## src/rtl/itch_msg_framer.sv

```systemverilog
// Splits a MoldUDP64 ITCH payload stream into length-prefixed messages.
// Strips the 2-byte prefix, marks start/end and flags length/truncation errors.
module itch_msg_framer #(
   parameter int unsigned MAX_MSG_LEN = 50,
   parameter int unsigned GAP_TIMEOUT = 16
) (
   input  logic        clkIn,
   input  logic        rstIn,
   input  logic [7:0]  itchDataIn,
   input  logic        itchDataValidIn,
   output logic [7:0]  msgDataOut,
   output logic        msgDataValidOut,
   output logic        msgStartOut,
   output logic        msgEndOut,
   output logic [7:0]  msgTypeOut,
   output logic [15:0] msgLenOut,
   output logic        msgErrOut,
   output logic [1:0]  errCodeOut,
   output logic [31:0] msgCountOut
);

   localparam int unsigned IdleW = $clog2(GAP_TIMEOUT + 1);
   localparam logic [15:0] MaxLen = 16'(MAX_MSG_LEN);
   localparam logic [IdleW-1:0] GapMax = IdleW'(GAP_TIMEOUT);

   typedef enum logic [1:0] {StLenHi, StLenLo, StBody, StDrop} state_e;

   state_e           state_q, state_d;
   logic [7:0]       len_hi_q, len_hi_d;
   logic [15:0]      rem_q, rem_d;
   logic [IdleW-1:0] idle_q, idle_d;
   logic             first_q, first_d;
   logic [7:0]       data_q, data_d;
   logic             valid_q, valid_d;
   logic             start_q, start_d;
   logic             end_q, end_d;
   logic [7:0]       type_q, type_d;
   logic [15:0]      len_q, len_d;
   logic             err_q, err_d;
   logic [1:0]       code_q, code_d;
   logic [31:0]      count_q, count_d;
   logic [15:0]      len_w;

   always_comb begin
      state_d  = state_q;
      len_hi_d = len_hi_q;
      rem_d    = rem_q;
      idle_d   = idle_q;
      first_d  = first_q;
      data_d   = data_q;
      valid_d  = 1'b0;
      start_d  = 1'b0;
      end_d    = 1'b0;
      type_d   = type_q;
      len_d    = len_q;
      err_d    = 1'b0;
      code_d   = code_q;
      count_d  = count_q;
      len_w    = {len_hi_q, itchDataIn};

      if (state_q == StLenHi || itchDataValidIn) begin
         idle_d = '0;
      end else if (idle_q != GapMax) begin
         idle_d = idle_q + 1'b1;
      end

      unique case (state_q)
         StLenHi: begin
            if (itchDataValidIn) begin
               len_hi_d = itchDataIn;
               state_d  = StLenLo;
            end
         end
         StLenLo: begin
            if (itchDataValidIn) begin
               if (len_w == 16'd0) begin
                  err_d   = 1'b1;
                  code_d  = 2'd1;
                  state_d = StLenHi;
               end else if (len_w > MaxLen) begin
                  err_d   = 1'b1;
                  code_d  = 2'd2;
                  rem_d   = len_w;
                  state_d = StDrop;
               end else begin
                  len_d   = len_w;
                  rem_d   = len_w;
                  first_d = 1'b1;
                  state_d = StBody;
               end
            end
         end
         StBody: begin
            if (itchDataValidIn) begin
               valid_d = 1'b1;
               data_d  = itchDataIn;
               start_d = first_q;
               first_d = 1'b0;
               if (first_q) begin
                  type_d = itchDataIn;
               end
               rem_d = rem_q - 16'd1;
               if (rem_q == 16'd1) begin
                  end_d   = 1'b1;
                  count_d = count_q + 32'd1;
                  state_d = StLenHi;
               end
            end
         end
         StDrop: begin
            if (itchDataValidIn) begin
               rem_d = rem_q - 16'd1;
               if (rem_q == 16'd1) begin
                  state_d = StLenHi;
               end
            end
         end
         default: state_d = StLenHi;
      endcase

      // A stalled block is abandoned silently: no end marker, count untouched.
      if (state_q != StLenHi && idle_d == GapMax) begin
         err_d   = 1'b1;
         code_d  = 2'd3;
         first_d = 1'b0;
         state_d = StLenHi;
      end
   end

   always_ff @(posedge clkIn) begin
      if (rstIn) begin
         state_q  <= StLenHi;
         len_hi_q <= '0;
         rem_q    <= '0;
         idle_q   <= '0;
         first_q  <= 1'b0;
         data_q   <= '0;
         valid_q  <= 1'b0;
         start_q  <= 1'b0;
         end_q    <= 1'b0;
         type_q   <= '0;
         len_q    <= '0;
         err_q    <= 1'b0;
         code_q   <= '0;
         count_q  <= '0;
      end else begin
         state_q  <= state_d;
         len_hi_q <= len_hi_d;
         rem_q    <= rem_d;
         idle_q   <= idle_d;
         first_q  <= first_d;
         data_q   <= data_d;
         valid_q  <= valid_d;
         start_q  <= start_d;
         end_q    <= end_d;
         type_q   <= type_d;
         len_q    <= len_d;
         err_q    <= err_d;
         code_q   <= code_d;
         count_q  <= count_d;
      end
   end

   assign msgDataOut      = data_q;
   assign msgDataValidOut = valid_q;
   assign msgStartOut     = start_q;
   assign msgEndOut       = end_q;
   assign msgTypeOut      = type_q;
   assign msgLenOut       = len_q;
   assign msgErrOut       = err_q;
   assign errCodeOut      = code_q;
   assign msgCountOut     = count_q;

endmodule

```

## config.mk

```make
export PLATFORM = sky130hd
export DESIGN_NAME = itch_msg_framer
export DESIGN_NICKNAME = d
export VERILOG_FILES = /design/src/rtl/itch_msg_framer.sv
export SDC_FILE = /design/constraint.sdc
export NUM_CORES = 1
export LEC_CHECK = 0
export ABC_CLOCK_PERIOD_IN_PS = 3650
export CORE_MARGIN = 3
export CORE_UTILIZATION = 55
export CTS_CLUSTER_DIAMETER = 200
export DETAILED_ROUTE_END_ITERATION = 8
export PLACE_DENSITY = 0.84
export SETUP_SLACK_MARGIN = 0.3
export SLEW_MARGIN = 20
export SYNTH_ARGS = -nofsm -noshare
export SYNTH_HDL_FRONTEND = slang
export SYNTH_SLANG_ARGS = --single-unit
```

## constraint.sdc

```tcl
create_clock -name clkIn -period 3.65 [get_ports clkIn]
set_input_delay 0.73 -clock clkIn [delete_from_list [all_inputs] [get_ports clkIn]]
set_output_delay 0.73 -clock clkIn [all_outputs]
set_load 0.005 [all_outputs]
```

== Word-level counts from Yosys, hierarchy flattened ==
Cells that the tools add are included.

* Register bits: 102
* Output and inout port bits: 70
* Logic and storage cells: 88

* Add/sub/neg operators: 3
* $lt $le $gt $ge: 1
* Eq/ne operators: 13
* Multiplexer cells: 30
* Bitwise operators: 4
* Reductions and logical operators: 23

{| class="wikitable"
|+ Operators with widths
! cell !! number
|-
| two-way mux 16 bit || 3
|-
| adder 32 x 1 -> 32 bit (second input constant) || 1
|-
| one-hot mux 16 bit (2 select lines) || 1
|-
| two-way mux 2 bit || 10
|-
| equality test 16 x 1 -> 1 bit (second input constant) || 1
|-
| greater-than comparator 16 x 6 -> 1 bit (second input constant) || 1
|-
| zero test 16 bit || 1
|-
| subtractor 16 x 1 -> 16 bit (second input constant) || 1
|-
| two-way mux 1 bit || 12
|-
| AND reduction 4 bit || 3
|-
| two-way mux 5 bit || 2
|-
| inequality test 2 bit (second input constant) || 5
|-
| nonzero test 2 bit || 5
|-
| AND reduction 3 bit || 3
|-
| one-hot mux 2 bit (3 select lines) || 1
|-
| OR reduction 2 bit || 3
|-
| adder 5 x 1 -> 5 bit (second input constant) || 1
|-
| equality test 5 bit (second input constant) || 1
|-
| inequality test 5 bit (second input constant) || 1
|-
| AND reduction 5 bit || 1
|-
| equality test 2 bit (second input constant) || 2
|-
| inequality test 2 x 1 -> 1 bit (second input constant) || 2
|-
| inverter 1 bit || 4
|-
| AND reduction 2 bit || 2
|-
| other kinds (7) || 7
|}

== Depth between registers and ports, before layout ==
* Depth in word-level cells: 7
* Depth in mapped cells: 8

== Worst setup path after synthesis ==
OpenSTA, ideal clock, no wires.

* Path type: input to register
* Start point: input port itchDataValidIn
* End point: register len_q[10], in the netlist msgLenOut[10]
* Setup time: 0.115 ns
* Arrival: 2.340 ns
* Required time: 3.535 ns
* Slack: 1.195 ns
* Stages on the path: 8
* Path through: clkbuf_1 > nor2b_1 > and2_1 > clkbuf_1 > and3_1 > clkbuf_1 > nor2_1 > and2_1

* Cells in the longest elaborated chain, start to end: 1

{| class="wikitable"
|+ RTL lines
! item !! line !! source
|-
| start, declared || 10 || <nowiki>input logic itchDataValidIn,</nowiki>
|-
| AND reduction 4 bit (no source line) || -- ||
|-
| end signal, assigned || 157 || <nowiki>len_q <= len_d;</nowiki>
|-
| end, declared || 38 || <nowiki>logic [15:0] len_q, len_d;</nowiki>
|}

No other way between the ends.
A chain may end at the register's enable or synchronous reset.

== Worst setup path after layout ==
* Start point: input port itchDataIn[0]
* End point: register rem_q[3]

* Cells in the longest elaborated chain, start to end: 3

{| class="wikitable"
|+ RTL lines
! item !! line !! source
|-
| start, declared || 9 || <nowiki>input logic [7:0] itchDataIn,</nowiki>
|-
| zero test 16 bit || 76 || <nowiki>if (len_w == 16'd0) begin</nowiki>
|-
| inequality test 2 bit (no source line) || -- ||
|-
| AND reduction 4 bit (no source line) || -- ||
|-
| end signal, assigned || 149 || <nowiki>rem_q <= rem_d;</nowiki>
|-
| end, declared || 30 || <nowiki>logic [15:0] rem_q, rem_d;</nowiki>
|}

No other way between the ends.

==> impl_metrics.ini <==
[status]
status = completed

[synthesis]
synthAdderAreaFrac_pct = 1.36
synthMuxAreaShare_pct = 4.84
async_flop_share_pct = 0
synthCells = 545
yosys_warnings = 0
yosys_register_bits = 102
synth_nets = 561
synth-edff-count = 0
syn_area_per_cell_um2 = 8.44
yosysTopAreaCellShare_pct = 44.4
synth.cell_area_mm2 = 0.00460
synthFlopType = dfxtp_1
post-synth-top-area-cell = dfxtp_1
synth_xor_area_share_pct = 2.67
synthTopCellsByArea = dfxtp_1, a21oi_1, nand2_1
synth-compound-area-share_pct = 15.2
synth-simple-area-share_pct = 28.0
seq_area_frac_synth_pct = 44.4
synth_top_family_by_area = simple AND/OR/NAND/NOR gates
synth_cell_types = 54

[route]
via_per_inst = 5.97
final_antenna_net_count = 0
maxUsedRoutingLayer = met4
firstDrtPassIters = 5
vias = 4339
wl_um = 12000
wl_met2_um = 5590
avgRoutedWirePerCell_um = 16.5
wl_met1_um = 5320
dr.first_iter.drc_count = 391
route.met3.wl_um = 872
drc = 0

[min_path]
min_from = msgDataOut[5]
hold_class = flop to flop
holdPathEnd = msgDataOut[5]
hold_depth = 2

[place]
dpl.hpwl_um = 8370
post_dp_cell_area_mm2 = 0.00550
dp_slack_ps = 337
portBuffers = 80
place.gp.congestion = 0.907
dp.cells = 711

[clock_tree]
ctsHoldBuffers = 0
ctsLongestPathBuffers = 2
cts_made_buffers = 9
clk_pin_slew_ps = 100
h-tree-depth = 3
clock-sinks = 102
post_cts_buffers = 0
cts_tree = yes
clk_latency_ps = 380
cts-root-buf = clkbuf_8
cts_resized = 0

[global_routing]
grt_max_degree = 45
grt_pass1_wl_um = 20200
grt_pass1_vias = 4066
antenna_found_initial = 0
grt_use_total_pct = 25.4
grt-ovfl-total = 0

[finish]
nFillCells = 599
diodes = 0
final_cells = 727
final_cell_mix = dfxtp_1, clkdlybuf4s50_1, nand2_1, a21oi_1, nor2_1
utilization_pct = 72.0
drive_gt1_share_pct = 6.08
final_common_cell = dfxtp_1
syn_to_final_growth_pct = 24.1
fin_nets = 636
fin_area_mm2 = 0.00570

[worst_setup_path]
worstSetupPathType = input port to flop
reg2reg_depth = 5
cp-start-kind = input port
endpoint_kind = flop
crit_fanout = 13
path_cells = clkdlybuf4s50_1 > nor4_1 > a41oi_1 > o21ai_1 > a21oi_1 > o32ai_1
path_buf_inv = 1
r2r-start = len_hi_q[2]
r2r_end = rem_q[3]
path_delay_family = compound AO/OA/AOI/OAI gates
critical_path_arrival_ps = 3300
slowest_stage = o21ai_1
cpPeakStageDelay_ps = 650
r2r_slack_ps = 1140
critPathRequiredTime_ps = 3930

[timing]
clock.fmax_mhz = 332
skew_ps = 17.9
post-route-min-period_ps = 3020
setup_violations = 0
setup-tns-final_ps = 0
setup_ws_ps = 634
max_slew_margin_pct = 31.7
maxSlewViolCount = 0
timing.hold.ws_ps = 463
hold_viol = 0
worst_pin_slew_ps = 1020
fin_crit_sh_pct = 82.6
rsz0062_at_grt = no

[die]
dieArea_mm2 = 0.00949
core_area_mm2 = 0.00793
io_pins = 81
fp.dieH_um = 97.4
die_x_um = 97.4
row_count = 32
start_util_pct = 58.0

[power_and_ir_drop]
p_leak_nw = 2.02
ir_drop_v = 0.000242
power_mw = 2.22
power_density_mw_per_mm2 = 389

[flow_run]
max_cap_violations = 0
final cells by class:
type                            count  area [µm²]  area share, %
Tap cell                          102         128           2.24
Clock buffer                       10         138           2.41
Multi-Input combinational cell    400        2390           42.0
Sequential cell                   102        2040           35.8
Timing Repair Buffer               90         871           15.3
Inverter                           17        63.8           1.12
Clock inverter                      6        68.8           1.21
cells by family after synthesis:
| logic type | count (synthesis) |
|---|---|
| flip-flops | 102 |
| AO/OA/AOI/OAI | 114 |
| AND/OR/NAND/NOR | 245 |
| multiplexers | 22 |
| XOR/XNOR | 14 |
| buffers and inverters | 43 |
| adder cells (fa/ha/maj) | 5 |
per-layer routing:
layer / global-route usage [%] / vias to the layer above
met3: 5.53 / 20
li1: - / 2100
met4: 8.84 / 0
met2: 40.6 / 162
met5: 0 / -
met1: 34.0 / 2057
state kept, by name, summed over array words and instances (netlist names), 2 cells and up:
signal and cells:
msgCountOut 32, msgLenOut 16, rem_q 16, len_hi_q 8, msgDataOut 8, msgTypeOut 8
idle_q 5, errCodeOut 2, state_q 2
how the worst max path moves through the flow:
stage | cells after the start | slack (ps) | endpoint | from
floorplan | 8 | 1200 | msgLenOut[10] | itchDataValidIn
global placement | 6 | 450 | rem_q[2] | itchDataIn[0]
detailed placement | 6 | 340 | rem_q[3] | itchDataIn[0]
CTS | 6 | 730 | rem_q[3] | itchDataIn[0]
global route | 6 | 310 | rem_q[3] | itchDataIn[0]
finish | 6 | 630 | rem_q[3] | itchDataIn[0]
cells in the mapped netlist, types with 4 or more instances:
cell / instances
or4_1: 10
nand3_1: 23
o21ai_0: 19
xor2_1: 11
ha_1: 5
dfxtp_1: 102
nand4_1: 14
nor3_1: 8
o21ai_1: 4
nand2_1: 64
nand3b_1: 5
clkbuf_1: 21
a21oi_1: 51
mux2i_1: 20
nor2_1: 49
a211oi_1: 6
nor2b_1: 5
o31ai_1: 6
nand2b_1: 5
nor4_1: 8
and3_1: 5
and2_1: 16
or3_1: 17
buf_1: 4
inv_1: 17
where the power goes:
part | internal (mW) | switching (mW) | total [mW]
logic | 0.118 | 0.181 | 0.299
clock network | 0.341 | 0.415 | 0.756
registers | 1.14 | 0.0281 | 1.17
total | 1.60 | 0.624 | 2.22
worst min-delay path, cell delays in order, from the launching register on:
cell	delay, ps
dfxtp_1	320
nand2_1	50
a21oi_1	50
Power figures use the tool's default switching activity.
